--- src/rtl/instr_dispatcher_if.sv ---
// Bus between the instruction dispatcher, its program memory and the
// control unit.
//
// Handshakes:
//   memory:  mem_en is a one-cycle read request for mem_addr. mem_rdata is
//            valid on the cycle after mem_en. There is no backpressure.
//   control: run is the valid signal for instruction. While run is high,
//            instruction stays stable. done is the ready/complete signal. A
//            transfer completes on a rising clk edge where run && done.
//            done is ignored while run is low.
interface instr_dispatcher_if #(
  parameter int ADDR_W = 8
);
  logic [ADDR_W-1:0] mem_addr;
  logic              mem_en;
  logic [15:0]       mem_rdata;
  logic              done;
  logic [15:0]       instruction;
  logic              run;

  // The dispatcher side drives the memory request and the execute request.
  modport master (
    output mem_addr, mem_en, instruction, run,
    input  mem_rdata, done
  );

  // The memory and control unit side.
  modport slave (
    input  mem_addr, mem_en, instruction, run,
    output mem_rdata, done
  );
endinterface

--- src/rtl/instr_dispatcher.sv ---
// Instruction dispatcher: fetches 16-bit words from a synchronous program
// memory and issues each one to the control unit over the run/done handshake.
// A HALT_WORD fetch stops dispatch without being issued. A watchdog flags a
// control unit that never answers.
// Optional macro SINGLE_STEP_EN adds a `step` input. Each fetched instruction
// then waits in STEP_WAIT until a step pulse releases it.
module instr_dispatcher #(
  parameter int          ADDR_W    = 8,
  parameter logic [15:0] HALT_WORD = 16'hFFFF,
  parameter int          TIMEOUT   = 15
) (
  input  logic              clk,
  input  logic              reset_n,
  input  logic              start,
  input  logic              stop,
`ifdef SINGLE_STEP_EN
  input  logic              step,
`endif
  instr_dispatcher_if.master bus,
  output logic [ADDR_W-1:0] pc,
  output logic              busy,
  output logic              halted,
  output logic              error,
  output logic [15:0]       retired,
  output logic [2:0]        state_dbg
);

  localparam int WD_W = $clog2(TIMEOUT + 1);

  typedef enum logic [2:0] {
    IDLE      = 3'd0,
    FETCH     = 3'd1,
    WAIT_MEM  = 3'd2,
    EXEC      = 3'd3,
    HALTED    = 3'd4,
    ERROR     = 3'd5
`ifdef SINGLE_STEP_EN
    , STEP_WAIT = 3'd6
`endif
  } state_t;

  state_t            state, state_nxt;
  logic [WD_W-1:0]   watchdog;
  logic [15:0]       instr_q;
  logic              run_q;
  logic              is_halt;
  logic              timeout_hit;

  assign is_halt     = (bus.mem_rdata == HALT_WORD);
  // The last allowed cycle without done. On this cycle, the error fires at
  // the next edge.
  assign timeout_hit = (watchdog == WD_W'(TIMEOUT - 1));

  // State register.
  always_ff @(posedge clk or negedge reset_n) begin
    if (!reset_n) state <= IDLE;
    else          state <= state_nxt;
  end

  // Next-state decode. stop has priority everywhere except EXEC. In EXEC,
  // stop is only honoured once done completes the instruction.
  always_comb begin
    state_nxt = state;
    case (state)
      IDLE:     if (start) state_nxt = FETCH;
      FETCH:    state_nxt = stop ? IDLE : WAIT_MEM;
      WAIT_MEM: begin
        if (stop)         state_nxt = IDLE;
        else if (is_halt) state_nxt = HALTED;
`ifdef SINGLE_STEP_EN
        else              state_nxt = STEP_WAIT;
`else
        else              state_nxt = EXEC;
`endif
      end
`ifdef SINGLE_STEP_EN
      STEP_WAIT: begin
        if (stop)      state_nxt = IDLE;
        else if (step) state_nxt = EXEC;
      end
`endif
      EXEC: begin
        if (bus.done)         state_nxt = stop ? IDLE : FETCH;
        else if (timeout_hit) state_nxt = ERROR;
      end
      HALTED:   if (start) state_nxt = FETCH;
      ERROR:    if (start) state_nxt = FETCH;
      default:  state_nxt = IDLE;
    endcase
  end

  // Datapath: pc, the instruction latch, run, the watchdog and the retire
  // counter. All of them move together with the state transitions above.
  always_ff @(posedge clk or negedge reset_n) begin
    if (!reset_n) begin
      pc       <= '0;
      instr_q  <= '0;
      run_q    <= 1'b0;
      retired  <= '0;
      watchdog <= '0;
    end else begin
      case (state)
        IDLE, HALTED, ERROR: begin
          if (start) begin
            pc      <= '0;
            retired <= '0;
          end
        end
        WAIT_MEM: begin
          if (!stop && !is_halt) begin
            instr_q  <= bus.mem_rdata;
            watchdog <= '0;
`ifndef SINGLE_STEP_EN
            run_q    <= 1'b1;
`endif
          end
        end
`ifdef SINGLE_STEP_EN
        STEP_WAIT: begin
          if (!stop && step) begin
            run_q    <= 1'b1;
            watchdog <= '0;
          end
        end
`endif
        EXEC: begin
          if (bus.done) begin
            run_q <= 1'b0;
            pc    <= pc + ADDR_W'(1);
            if (retired != 16'hFFFF) retired <= retired + 16'd1;
          end else if (timeout_hit) begin
            run_q <= 1'b0;
          end else begin
            watchdog <= watchdog + WD_W'(1);
          end
        end
        default: ;
      endcase
    end
  end

  // Outputs decoded from registered state.
  always_comb begin
    bus.mem_en      = (state == FETCH);
    bus.mem_addr    = pc;
    bus.instruction = instr_q;
    bus.run         = run_q;
    busy            = (state == FETCH) || (state == WAIT_MEM) || (state == EXEC)
`ifdef SINGLE_STEP_EN
                      || (state == STEP_WAIT)
`endif
                      ;
    halted          = (state == HALTED);
    error           = (state == ERROR);
    state_dbg       = state;
  end

endmodule

--- src/flat_wrapper.sv ---
// flat-port wrapper written by rule: the top's interface ports become plain ports
module instr_dispatcher_flat 
#(
  parameter int          ADDR_W    = 8,
  parameter logic [15:0] HALT_WORD = 16'hFFFF,
  parameter int          TIMEOUT   = 15
)
  (clk, reset_n, start, stop, pc, busy, halted, error, retired, state_dbg, bus_mem_addr, bus_mem_en, bus_instruction, bus_run, bus_mem_rdata, bus_done);
  instr_dispatcher_if #(.ADDR_W(ADDR_W)) bus_i ();
  input  logic clk;
  input  logic reset_n;
  input  logic start;
  input  logic stop;
  output logic [ADDR_W-1:0] pc;
  output logic busy;
  output logic halted;
  output logic error;
  output logic [15:0] retired;
  output logic [2:0] state_dbg;
  output wire logic [$bits(bus_i.mem_addr)-1:0] bus_mem_addr;
  output wire logic [$bits(bus_i.mem_en)-1:0] bus_mem_en;
  output wire logic [$bits(bus_i.instruction)-1:0] bus_instruction;
  output wire logic [$bits(bus_i.run)-1:0] bus_run;
  input wire logic [$bits(bus_i.mem_rdata)-1:0] bus_mem_rdata;
  input wire logic [$bits(bus_i.done)-1:0] bus_done;
  assign bus_mem_addr = bus_i.mem_addr;
  assign bus_mem_en = bus_i.mem_en;
  assign bus_instruction = bus_i.instruction;
  assign bus_run = bus_i.run;
  assign bus_i.mem_rdata = bus_mem_rdata;
  assign bus_i.done = bus_done;
  instr_dispatcher #(.ADDR_W(ADDR_W), .HALT_WORD(HALT_WORD), .TIMEOUT(TIMEOUT)) u_core (.clk(clk), .reset_n(reset_n), .start(start), .stop(stop), .bus(bus_i), .pc(pc), .busy(busy), .halted(halted), .error(error), .retired(retired), .state_dbg(state_dbg));
endmodule
--- config.mk ---
export PLATFORM = sky130hd
export DESIGN_NAME = instr_dispatcher_flat
export DESIGN_NICKNAME = d
export VERILOG_FILES = /design/src/rtl/instr_dispatcher_if.sv /design/src/rtl/instr_dispatcher.sv /design/src/flat_wrapper.sv
export SDC_FILE = /design/constraint.sdc
export NUM_CORES = 1
export LEC_CHECK = 0
export CAP_MARGIN = 20
export CORE_MARGIN = 4
export CORE_UTILIZATION = 45
export DETAILED_ROUTE_END_ITERATION = 7
export PLACE_DENSITY = 0.73
export SETUP_SLACK_MARGIN = 0.2
export SLEW_MARGIN = 20
export SYNTH_ARGS = -nofsm -noshare
export SYNTH_HDL_FRONTEND = slang
export SYNTH_SLANG_ARGS = --single-unit
--- constraint.sdc ---
create_clock -name clk -period 3.8 [get_ports clk]
set_input_delay 0.38 -clock clk [delete_from_list [all_inputs] [get_ports clk]]
set_output_delay 0.38 -clock clk [all_outputs]
set_load 0.005 [all_outputs]
==> results of run 1 <==
## cell type report
| type | instances | share of cell area |
|---|---|---|
| repair buffers | 79 | 0.2296 |
| clock buffers | 6 | 0.02141 |
| multi-input cells | 186 | 0.3529 |
| well taps | 70 | 0.02584 |
| inverters | 5 | 0.005537 |
| clock inverters | 2 | 0.01034 |
| flip-flops and latches | 48 | 0.3544 |
## worst max-delay path, stage by stage (launching register included)
cell,delay (ns)
dfrtp_1,0.59
nand2b_1,0.17
nor3_1,0.23
nor2b_1,0.63
buf_4,0.33
mux2_1,0.35
## metrics by stage
stage               setup WS, ns  cell area (um2)
floorplan                  2.024             2520
global placement           1.276             3282
detailed placement         1.163             3282
CTS                        1.369             3390
global route               1.147             3390
finish                     1.387             3390
## power by group
group,switching [mW],internal (mW)
combinational,0.288,0.405
clock,0.170,0.195
sequential,0.121,0.639
total,0.578,1.24
## per-layer routing
| layer | vias up | GRT usage | routed length, um |
|---|---|---|---|
| met5 | - | 0 | 0 |
| met4 | 0 | 0.06092 | 118 |
| met3 | 9 | 0.03663 | 312 |
| met2 | 70 | 0.2915 | 3038 |
| met1 | 1057 | 0.2415 | 2669 |
| li1 | 1045 | - | - |
## cells in the final DEF, fill, tap and decap left out, types with 4 or more instances in the layout
master,instances
clkdlybuf4s50_1,75
dfrtp_1,48
nand2_1,25
nor2_1,20
mux2_1,16
o21ai_1,14
nor3_1,13
nand4_1,10
nand3_1,9
a21oi_1,9
o21ai_0,7
inv_1,5
or3_1,5
nor4_1,5
xor2_1,5
clkbuf_8,5
nand2b_1,4
a21o_1,4
ha_1,4
## flip-flops by register name, summed over array words and instances, names as in the netlist
name,cells
u_core.bus.mem_addr,8
u_core.bus.run,1
u_core.bus.instruction,16
u_core.watchdog,4
u_core.state_dbg,3
u_core.retired,16
## worst max-delay path by stage
stage                                                from                                      to  cells past startpoint
after floorplan             u_core.retired[0]$_DFFE_PN0P_           u_core.retired[5]$_DFFE_PN0P_                      7
after global placement                   bus_mem_rdata[3]   u_core.bus.instruction[7]$_DFFE_PN0P_                      6
after detailed placement                 bus_mem_rdata[0]   u_core.bus.instruction[2]$_DFFE_PN0P_                      6
after CTS                 u_core.state_dbg[1]$_DFFE_PN0P_   u_core.bus.instruction[2]$_DFFE_PN0P_                      5
after global routing      u_core.state_dbg[1]$_DFFE_PN0P_  u_core.bus.instruction[11]$_DFFE_PN0P_                      5
final                     u_core.state_dbg[1]$_DFFE_PN0P_   u_core.bus.instruction[2]$_DFFE_PN0P_                      5
## cell families after synthesis
kind of cell / after synthesis / synth area share
buf+inv: 21 / 0.04866
mux: 18 / 0.07994
simple gates: 110 / 0.2354
fa+ha+maj: 4 / 0.01986
xor+xnor: 8 / 0.02781
flops: 48 / 0.4767
compound gates: 46 / 0.1117
==> flow_summary.toml, run 1 <==
[drt]
via_count = 2181
vias_per_cell = 5.508
routed_wl_mm = 6.138
firstDrtPassIters = 4
antenna_left = 0
wl_per_cell_um = 15.50
drc_errors = 0
drt_iter0_drc = 116

[pwr]
power_density_nw_per_um2 = 536.1
p_total_mw = 1.817
power.leakage_nw = 1.396
ir_drop_mv = 0.3525

[cts]
ctsHtreeMaxLevel = 2
clk_latency_ns = 0.30
cts_sinks = 48
cts_tree = "done"
cts-root-buf = "clkbuf_8"
cts_resized = 0
hold_buffers = 0
post-cts-setup-buffers = 0
cts_buffer_depth = 2
cts_buffers = 5
path_clk_slew_ns = 0.09

[synthesis]
synth_common_cells = "48 x dfrtp_1, 25 x nand2_1, 20 x nor2_1"
avgSynthCellArea_um2 = 9.882
synth_most_common_cell = "dfrtp_1"
syn_inst = 255
synth-seq-area-share = 0.4767
async_reset_ff_frac = 1.000
synth_area_um2 = 2520
synth-edff-count = 0
yosysTopAreaCell = "dfrtp_1"
synthTopCellsByArea = "dfrtp_1 48%, mux2_1 7.1%, nand2_1 3.7%"
ys_ff_latch = 48
synthesis.nets = 280
ys_types = 47
synth_top_area_frac = 0.4767
ys_warn_count = 0
ys.flop_type = "dfrtp_1"

[global_route]
grt_pass1_wl_mm = 10.29
first_global_vias = 2085
grt_usage = 0.1804
grt_max_degree = 49
grt_overflow_total = 0
antenna_found_initial = 0

[floorplan]
die_w_um = 82.83
die_area_um2 = 6861
core_area_um2 = 5270
num_rows = 26
start_util = 0.4782
die_h_um = 82.83
ios = 77

[place]
io_buffers = 76
place_congestion = 0.7998
hpwlAfterDp_mm = 4.475
numPlacedInstances = 388

[cells_and_area]
finalNonFillerCells = 396
n_fill_cell = 442
insertedDiodeCount = 0
fin_util = 0.6432
layout-drive-gt1-share = 0.06442
areaGrowthSynthToFinish_pct = 34.51
finalNetCount = 350
multiInputGateArea_um2 = 1196
final-seq-area_um2 = 1201

[critical_path]
critPathRequiredTime_ns = 3.99
critPathLaunchType = "flip-flop"
reg2reg_to = "u_core.bus.instruction[2]$_DFFE_PN0P_"
cp.arrival_ns = 2.60
r2r_start = "u_core.state_dbg[1]$_DFFE_PN0P_"
critical_path.max_fanout = 13
r2r_slack_ns = 1.39
critPathCaptureType = "flip-flop"
critical_path_class = "reg2reg"
r2r_cells = 5

[timing]
finalSetupTns_ns = 0
final_hold_viol_count = 0
max_freq_mhz = 414.4
rsz0062_at_grt = "no"
finClkSkew_ns = 0.004617
max_slew_margin = 0.5174
period_minus_slack_ns = 2.413
max_slew.worst_pin.slew_ns = 0.7224
finalCritPeriodShare = 0.6350
finalSetupViolCount = 0
worst_hold_slack_ns = 0.1579
slew_viol_final = 0

[run_status]
status = "finished, final reports clean"

[worst_hold_path]
min_path_type = "in2async"

[run]
cap_violations = 0
No activity file was read; power rests on OpenSTA's default activity.
==> run 2, diff against run 1 <==
==> constraint.sdc (replaced) <==
create_clock -name clk -period 2.4 [get_ports clk]
set_input_delay 0.24 -clock clk [delete_from_list [all_inputs] [get_ports clk]]
set_output_delay 0.24 -clock clk [all_outputs]
set_load 0.005 [all_outputs]
==> run 2 against run 1 <==
Final area up 1.6%. Non-clock buffer count increased by 8. Worst hold slack better by 0.23 ns. Worst setup slack got worse by 1.1 ns. Combinational power up 70%. Count of clock-buffer cells in the layout is the same. Clock skew grew 0.0061 ns. Critical path depth grew 1.
==> flow_summary.toml, run 2 (synthesized netlist as in run 1, its figures left out) <==
[global_route]
grt_pass1_wl_mm = 10.63
first_global_vias = 2193
grt_usage = 0.1872
antenna_found_initial = 0
grt_overflow_total = 0
grt_max_degree = 31

[cts]
post-cts-setup-buffers = 0
cts_buffers = 5
ctsHtreeMaxLevel = 2
clk_latency_ns = 0.31
cts_sinks = 48
path_clk_slew_ns = 0.10
cts_tree = "done"
cts-root-buf = "clkbuf_8"
cts_buffer_depth = 2

[cells_and_area]
n_fill_cell = 452
finalNonFillerCells = 404
multiInputGateArea_um2 = 1196
final_cell_area_um2 = 3442
final-seq-area_um2 = 1201
final_common_cell = "clkdlybuf4s50_1"
finalNetCount = 358
final_cell_mix = "75 x clkdlybuf4s50_1, 48 x dfrtp_1, 25 x nand2_1"
insertedDiodeCount = 0
layout-drive-gt1-share = 0.08683
areaGrowthSynthToFinish_pct = 36.59

[critical_path]
r2r_start = "u_core.retired[0]$_DFFE_PN0P_"
path_cells = "clkdlybuf4s50_1 > nand4_1 > nor4_1 > nor2b_1 > buf_4 > mux2_1"
critical_path.max_fanout = 16
cpPeakStageDelay_ns = 0.60
critical_path_class = "in2reg"
cp.arrival_ns = 2.29
r2r_cells = 6
reg2reg_to = "u_core.retired[3]$_DFFE_PN0P_"
critical-path-top-delay-family = "simple AND/OR/NAND/NOR gates"
worst-path-buf-inv = 2
r2r_slack_ns = 0.38
critPathLaunchType = "input port"
slowest_stage = "nor4_1"
critPathRequiredTime_ns = 2.60
critPathCaptureType = "flip-flop"

[drt]
via_count = 2190
vias_per_cell = 5.421
drt_iter0_drc = 109
antenna_left = 0
routed_wl_mm = 6.198
firstDrtPassIters = 4
wl_per_cell_um = 15.34
drc_errors = 0

[place]
hpwlAfterDp_mm = 4.680
place_congestion = 0.8038
io_buffers = 76
place_area_um2 = 3334
numPlacedInstances = 395

[pwr]
sw_frac_of_total = 0.3292
power.share.clock = 0.181
p_comb_frac = 0.413
power_density_nw_per_um2 = 832.6
seq_power_share = 0.406
p_int_mw = 1.922
p_switching_uw = 943.3
ir_drop_mv = 0.6316
p_total_mw = 2.866
power.leakage_nw = 1.424

[floorplan]
core_area_um2 = 5270
start_util = 0.4782
die_area_um2 = 6861
die_w_um = 82.83
ios = 77
die_h_um = 82.83
num_rows = 26

[timing]
max_freq_mhz = 477.2
finalSetupTns_ns = 0
max_slew_margin = 0.5710
max_slew.worst_pin.slew_ns = 0.6377
rsz0062_at_grt = "no"
finalSetupViolCount = 0
period_minus_slack_ns = 2.096
worst_hold_slack_ns = 0.3849
final_hold_viol_count = 0
finClkSkew_ns = 0.01072
finalCritPeriodShare = 0.8732
slew_viol_final = 0

[worst_hold_path]
min_path_type = "in2async"

[run]
cap_violations = 0

[run_status]
status = "finished, final reports clean"
run 2: per-stage QoR:
step	worst slack, ns	util
2_1_floorplan	0.6244	-
3_3_place_gp	0.1590	0.6327
3_5_place_dp	0.03294	0.6327
4_1_cts	0.3655	0.6531
5_1_grt	0.2565	0.6531
6_report	0.3044	0.6531
run 2: worst max path at each step:
stage                             startpoint                                     end  slack, ns  cells past startpoint
6_report                    bus_mem_rdata[3]   u_core.bus.instruction[4]$_DFFE_PN0P_       0.30                      6
5_1_grt                     bus_mem_rdata[3]  u_core.bus.instruction[10]$_DFFE_PN0P_       0.26                      6
4_1_cts                     bus_mem_rdata[3]   u_core.bus.instruction[9]$_DFFE_PN0P_       0.37                      6
3_5_place_dp                bus_mem_rdata[3]   u_core.bus.instruction[4]$_DFFE_PN0P_       0.03                      6
3_3_place_gp                bus_mem_rdata[3]   u_core.bus.instruction[6]$_DFFE_PN0P_       0.16                      6
2_1_floorplan  u_core.retired[0]$_DFFE_PN0P_           u_core.retired[5]$_DFFE_PN0P_       0.62                      7
run 2: cell type report:
cell class	instances	share of cell area
clock buffers	6	0.02399
clock inverters	2	0.004362
inverters	5	0.005453
multi-input cells	186	0.3475
flip-flops and latches	48	0.3490
well taps	70	0.02545
repair buffers	87	0.2443
run 2: repair_timing:
action / 4_1_cts / 5_1_grt
hold buffers: 1 / 0
resized for setup: 0 / 0
endpoints found under the hold margin: 18 / 0
run 2: power groups by stage:
stage	Sequential (mW)	Combinational, mW	Clock (mW)
2_1_floorplan	1.17	0.531	0
3_3_place_gp	1.17	1.18	0
3_5_place_dp	1.18	1.19	0
4_1_cts	1.17	1.20	0.534
5_1_grt	1.20	1.31	0.572
6_report	1.16	1.18	0.517
run 2: layer usage:
metal / global-route usage / share of wire / up-vias / wire length (um)
met5: 0 / 0 / - / 0
met4: 0.06686 / 0.022 / 0 / 139
li1: - / - / 1066 / -
met3: 0.03960 / 0.053 / 9 / 326
met1: 0.2400 / 0.43 / 1046 / 2656
met2: 0.3120 / 0.50 / 69 / 3076
==> RTL change 1 (flow settings as in run 2) <==
`TIMEOUT` is set to 15 in 2 places; all go to 16.
--- a/src/rtl/instr_dispatcher.sv
+++ b/src/rtl/instr_dispatcher.sv
@@ -8,5 +8,5 @@
   parameter int          ADDR_W    = 8,
   parameter logic [15:0] HALT_WORD = 16'hFFFF,
-  parameter int          TIMEOUT   = 15
+  parameter int          TIMEOUT   = 16
 ) (
   input  logic              clk,
--- a/src/flat_wrapper.sv
+++ b/src/flat_wrapper.sv
@@ -4,5 +4,5 @@
   parameter int          ADDR_W    = 8,
   parameter logic [15:0] HALT_WORD = 16'hFFFF,
-  parameter int          TIMEOUT   = 15
+  parameter int          TIMEOUT   = 16
 )
   (clk, reset_n, start, stop, pc, busy, halted, error, retired, state_dbg, bus_mem_addr, bus_mem_en, bus_instruction, bus_run, bus_mem_rdata, bus_done);
Behaviour: same outputs for any inputs over 10 cycles, from zero or initial values and one cycle with reset_n low; that may be too few to reach the edited logic, so the function may still have changed.
==> RTL change 1 against run 2 <==
Final area rose by 4.4%. Sequential cell count grew 1. Cell count is 0.99% lower. Non-clock buffer count rose by 2. Routed wire length up 1.7%. Critical path depth unchanged. Synthesized area grew 5.8%. Hold slack lost 0.36 ns. Sequential share of layout area fell by 0.79 points. Setup slack better by 0.028 ns. Power grew 2.3%. Die area up 5.2%. Highest routed layer unchanged. Largest cell class is now multi-input gates.
==> RTL change 1: results <==
[status]
status = "completed"

[critical_path]
max_stage_delay_ns = 0.55
path_max_fanout = 8
cp.arrival_ns = 2.30
critPathTopFamily = "simple AND/OR/NAND/NOR gates"
cpMaxStageDelayCell = "or3_1"

[placement]
gp_congestion = 0.817
port_buffers = 76
dp_cells = 390
dpl_cell_area_sq_um = 3480
dp_hpwl_mm = 4.58

[route]
met2_length_mm = 2.91
routed-wl-met3_um = 529
vias = 2263
wl_per_cell_um = 15.8
drt_iter0_drc = 133
wl_met1_mm = 2.80
highest_layer = "met4"
first_pass_iters = 4

[hold_path]
hold_path.class = "primary input to asynchronous set/reset pin"

[layout]
layout.nets = 352
drive_gt1_frac = 0.159
stdcell_count = 400
n_antenna_cell = 0
fillCellCount = 488

[cts]
worstSkewPairLatency_ns = 0.30
clk_pin_slew_worst_paths_ns = 0.09
htreeDepth = 2
cts_buffers = 5
cts_buffer_depth = 2
cts_root_buf = "clkbuf_8"

[power]
vdd_drop_max_v = 0.000484
p_leak_nw = 1.44

[grt]
track_usage = 0.176
grt_max_degree = 50
grt_pass1_vias = 2211
grt_pass1_wl_mm = 10.6
antenna_found_initial = 0

[sta]
relSlewSlack = 0.587
finalClockSkew_ns = 0.0106

[synth]
async_flop_share = 1.00
syn_inst = 250
yosys_warnings = 0
ys_seq_area_frac = 0.460
synthesis.nets = 275
yosysUniqueCellTypes = 57
synth_area_leaders = "dfrtp_1 (46%), mux2_2 (6.8%), nand4_1 (2.6%)"
ys_top_cells_by_count = "dfrtp_1 (49), mux2_2 (16), nor2_1 (15), nand2_1 (11), nand4_1 (11)"
RTL change 1: final timing paths:
path	startpoint	to	slack [ns]	cells past startpoint
max	u_core.retired[0]$_DFFE_PN0P_	u_core.retired[2]$_DFFE_PN0P_	0.33	6
min	reset_n	u_core.retired[8]$_DFFE_PN0P_	0.03	2
max reg2reg	u_core.retired[0]$_DFFE_PN0P_	u_core.retired[2]$_DFFE_PN0P_	0.33	6
min reg2reg	u_core.bus.instruction[0]$_DFFE_PN0P_	u_core.bus.instruction[0]$_DFFE_PN0P_	0.51	1
max in group asynchronous	reset_n	u_core.retired[0]$_DFFE_PN0P_	1.94	2
min in group clk	u_core.bus.instruction[0]$_DFFE_PN0P_	u_core.bus.instruction[0]$_DFFE_PN0P_	0.51	1
RTL change 1: through the flow:
step | power [mW] | util | worst slack, ns
2_1_floorplan | 1.75 | - | 0.426
3_3_place_gp | 2.38 | 0.617 | 0.351
3_5_place_dp | 2.40 | 0.617 | 0.340
4_1_cts | 2.94 | 0.635 | 0.322
5_1_grt | 3.13 | 0.637 | 0.194
6_report | 2.93 | 0.637 | 0.333
RTL change 1: final cells by class:
type	instances	share of cell area
Inverter	7	0.00731
Sequential cell	49	0.341
Clock inverter	1	0.00139
Clock buffer	7	0.0268
Multi-Input combinational cell	175	0.361
Timing Repair Buffer	89	0.237
Tap cell	72	0.0251
RTL change 1: worst reg2reg max path, stage by stage, from the launching register on:
cell and delay (ns):
dfrtp_1 0.36, ha_1 0.26, nand4_4 0.18, or3_1 0.55, o32ai_4 0.33, buf_4 0.19
a221o_1 0.14
RTL change 1: repair_timing:
action	in CTS	in global routing
resized for setup	0	0
setup buffers	0	2
hold buffers	0	0
endpoints found under the setup margin	0	6
RTL change 1: metal layers:
metal,up-vias,GRT usage
li1,1097,-
met4,0,0.0432
met3,8,0.0515
met5,-,0
met2,80,0.280
met1,1078,0.237
RTL change 1: power breakdown:
group / switching, mW / internal (mW) / leakage, nW
clock network: 0.269 / 0.261 / 0.0542
logic: 0.451 / 0.723 / 0.744
registers: 0.192 / 1.04 / 0.646
total: 0.912 / 2.02 / 1.44
RTL change 1: cell families after synthesis:
| kind of cell | synth area share |
|---|---|
| simple gates | 0.213 |
| compound gates | 0.170 |
| flops | 0.460 |
| buf+inv | 0.0535 |
| mux | 0.0718 |
| xor+xnor | 0.0131 |
| fa+ha+maj | 0.0188 |
==> RTL change 2 (settings of run 2) <==
Made on the original files. Make the reset (`reset_n`) synchronous in 2 clocked blocks.
--- a/src/rtl/instr_dispatcher.sv
+++ b/src/rtl/instr_dispatcher.sv
@@ -53,5 +53,5 @@
 
   // State register.
-  always_ff @(posedge clk or negedge reset_n) begin
+  always_ff @(posedge clk) begin
     if (!reset_n) state <= IDLE;
     else          state <= state_nxt;
@@ -92,5 +92,5 @@
   // Datapath: pc, the instruction latch, run, the watchdog and the retire
   // counter. All of them move together with the state transitions above.
-  always_ff @(posedge clk or negedge reset_n) begin
+  always_ff @(posedge clk) begin
     if (!reset_n) begin
       pc       <= '0;
Function: differs if reset_n is asserted again (counterexample within 4 cycles, from zero or initial values and one cycle with reset_n low); with reset_n held inactive, the same outputs for 10 cycles.
==> RTL change 2 against run 2 <==
Sequential share of layout area shrank 5.8 points. Final area shrank 3.9%. Setup slack gained 0.14 ns. Global-route usage grew 0.056 points. Synthesized area shrank 2.4%. Via count grew 4.3%. Critical path type is now register to register. Sequential cell count is the same. Count of clock-buffer cells in the layout is the same. Routed wire length shrank 0.56%. Largest cell class is now multi-input gates.
Power is not compared: it rests on default switching activity, and its combinational part moved more than twofold at a synthesized area within 25%.
==> RTL change 2: results <==
[grt]
use_met3 = 0.0559
track_usage = 0.188
grt_pass1_wl_mm = 9.86
use_met1 = 0.240
grt_max_degree = 22

[sta]
finalClockSkew_ns = 0.00328
hold_slack_ns = 0.495
fmax_mhz = 510
worstMarginPinSlew_ns = 0.723

[placement]
dpl_cell_area_sq_um = 3210
dp_cells = 420
gp_congestion = 0.904
dp_hpwl_mm = 4.59
dpl_worst_slack_ns = 0.230

[route]
routed-wl-met3_um = 438
viasPerCell = 5.35
met2_length_mm = 2.87
wl_per_cell_um = 14.4
wl_met1_mm = 2.75

[critical_path]
rr_worst_depth = 5
r2r_slack_ns = 0.44
setup.worst_path.end = "u_core.bus.mem_addr[7]$_SDFFE_PN0P_"
crit_start = "u_core.state_dbg[2]$_SDFFE_PN0P_"
critPathTopFamily = "compound AO/OA/AOI/OAI gates"
cpMaxStageDelayCell = "a21oi_1"

[synth]
synth_area_leaders = "dfxtp_1 (39%), nor2_1 (6.9%), mux2i_1 (6.5%)"
ys_seq_area_frac = 0.391
synthesis.nets = 310
yosysUniqueCellTypes = 58

[layout]
fillCellCount = 430
layout.nets = 382
stdcell_count = 427

[hold_path]
hold_path.class = "register to register"

[cts]
clk_pin_slew_worst_paths_ns = 0.08

[status]
status = "completed"
## RTL change 2: cell families (layout without fill, tap and decap cells)
family / count (synthesis) / count (layout) / synth area share
compound gates: 58 / 58 / 0.160
xor+xnor: 6 / 6 / 0.0214
fa+ha+maj: 4 / 4 / 0.0203
buf+inv: 24 / 96 / 0.0732
flops: 48 / 48 / 0.391
mux: 16 / 16 / 0.0651
simple gates: 129 / 129 / 0.270
## RTL change 2: power by group
part           leakage, nW  switching, mW  internal, mW  total (mW)
logic                0.669          0.115         0.115       0.230
clock network       0.0473          0.263         0.230       0.493
registers            0.388         0.0232         0.810       0.834
## RTL change 2: area by class of cell
cell class / count / area share
multi-input cells: 213 / 0.400
flip-flops and latches: 48 / 0.291
repair buffers: 85 / 0.250
well taps: 70 / 0.0265
clock buffers: 6 / 0.0250
inverters: 4 / 0.00454
clock inverters: 1 / 0.00265
## RTL change 2: repair_timing
action / CTS / global route
setup endpoints to repair: 0 / 12
gates resized for setup: 0 / 1
setup buffers: 0 / 0
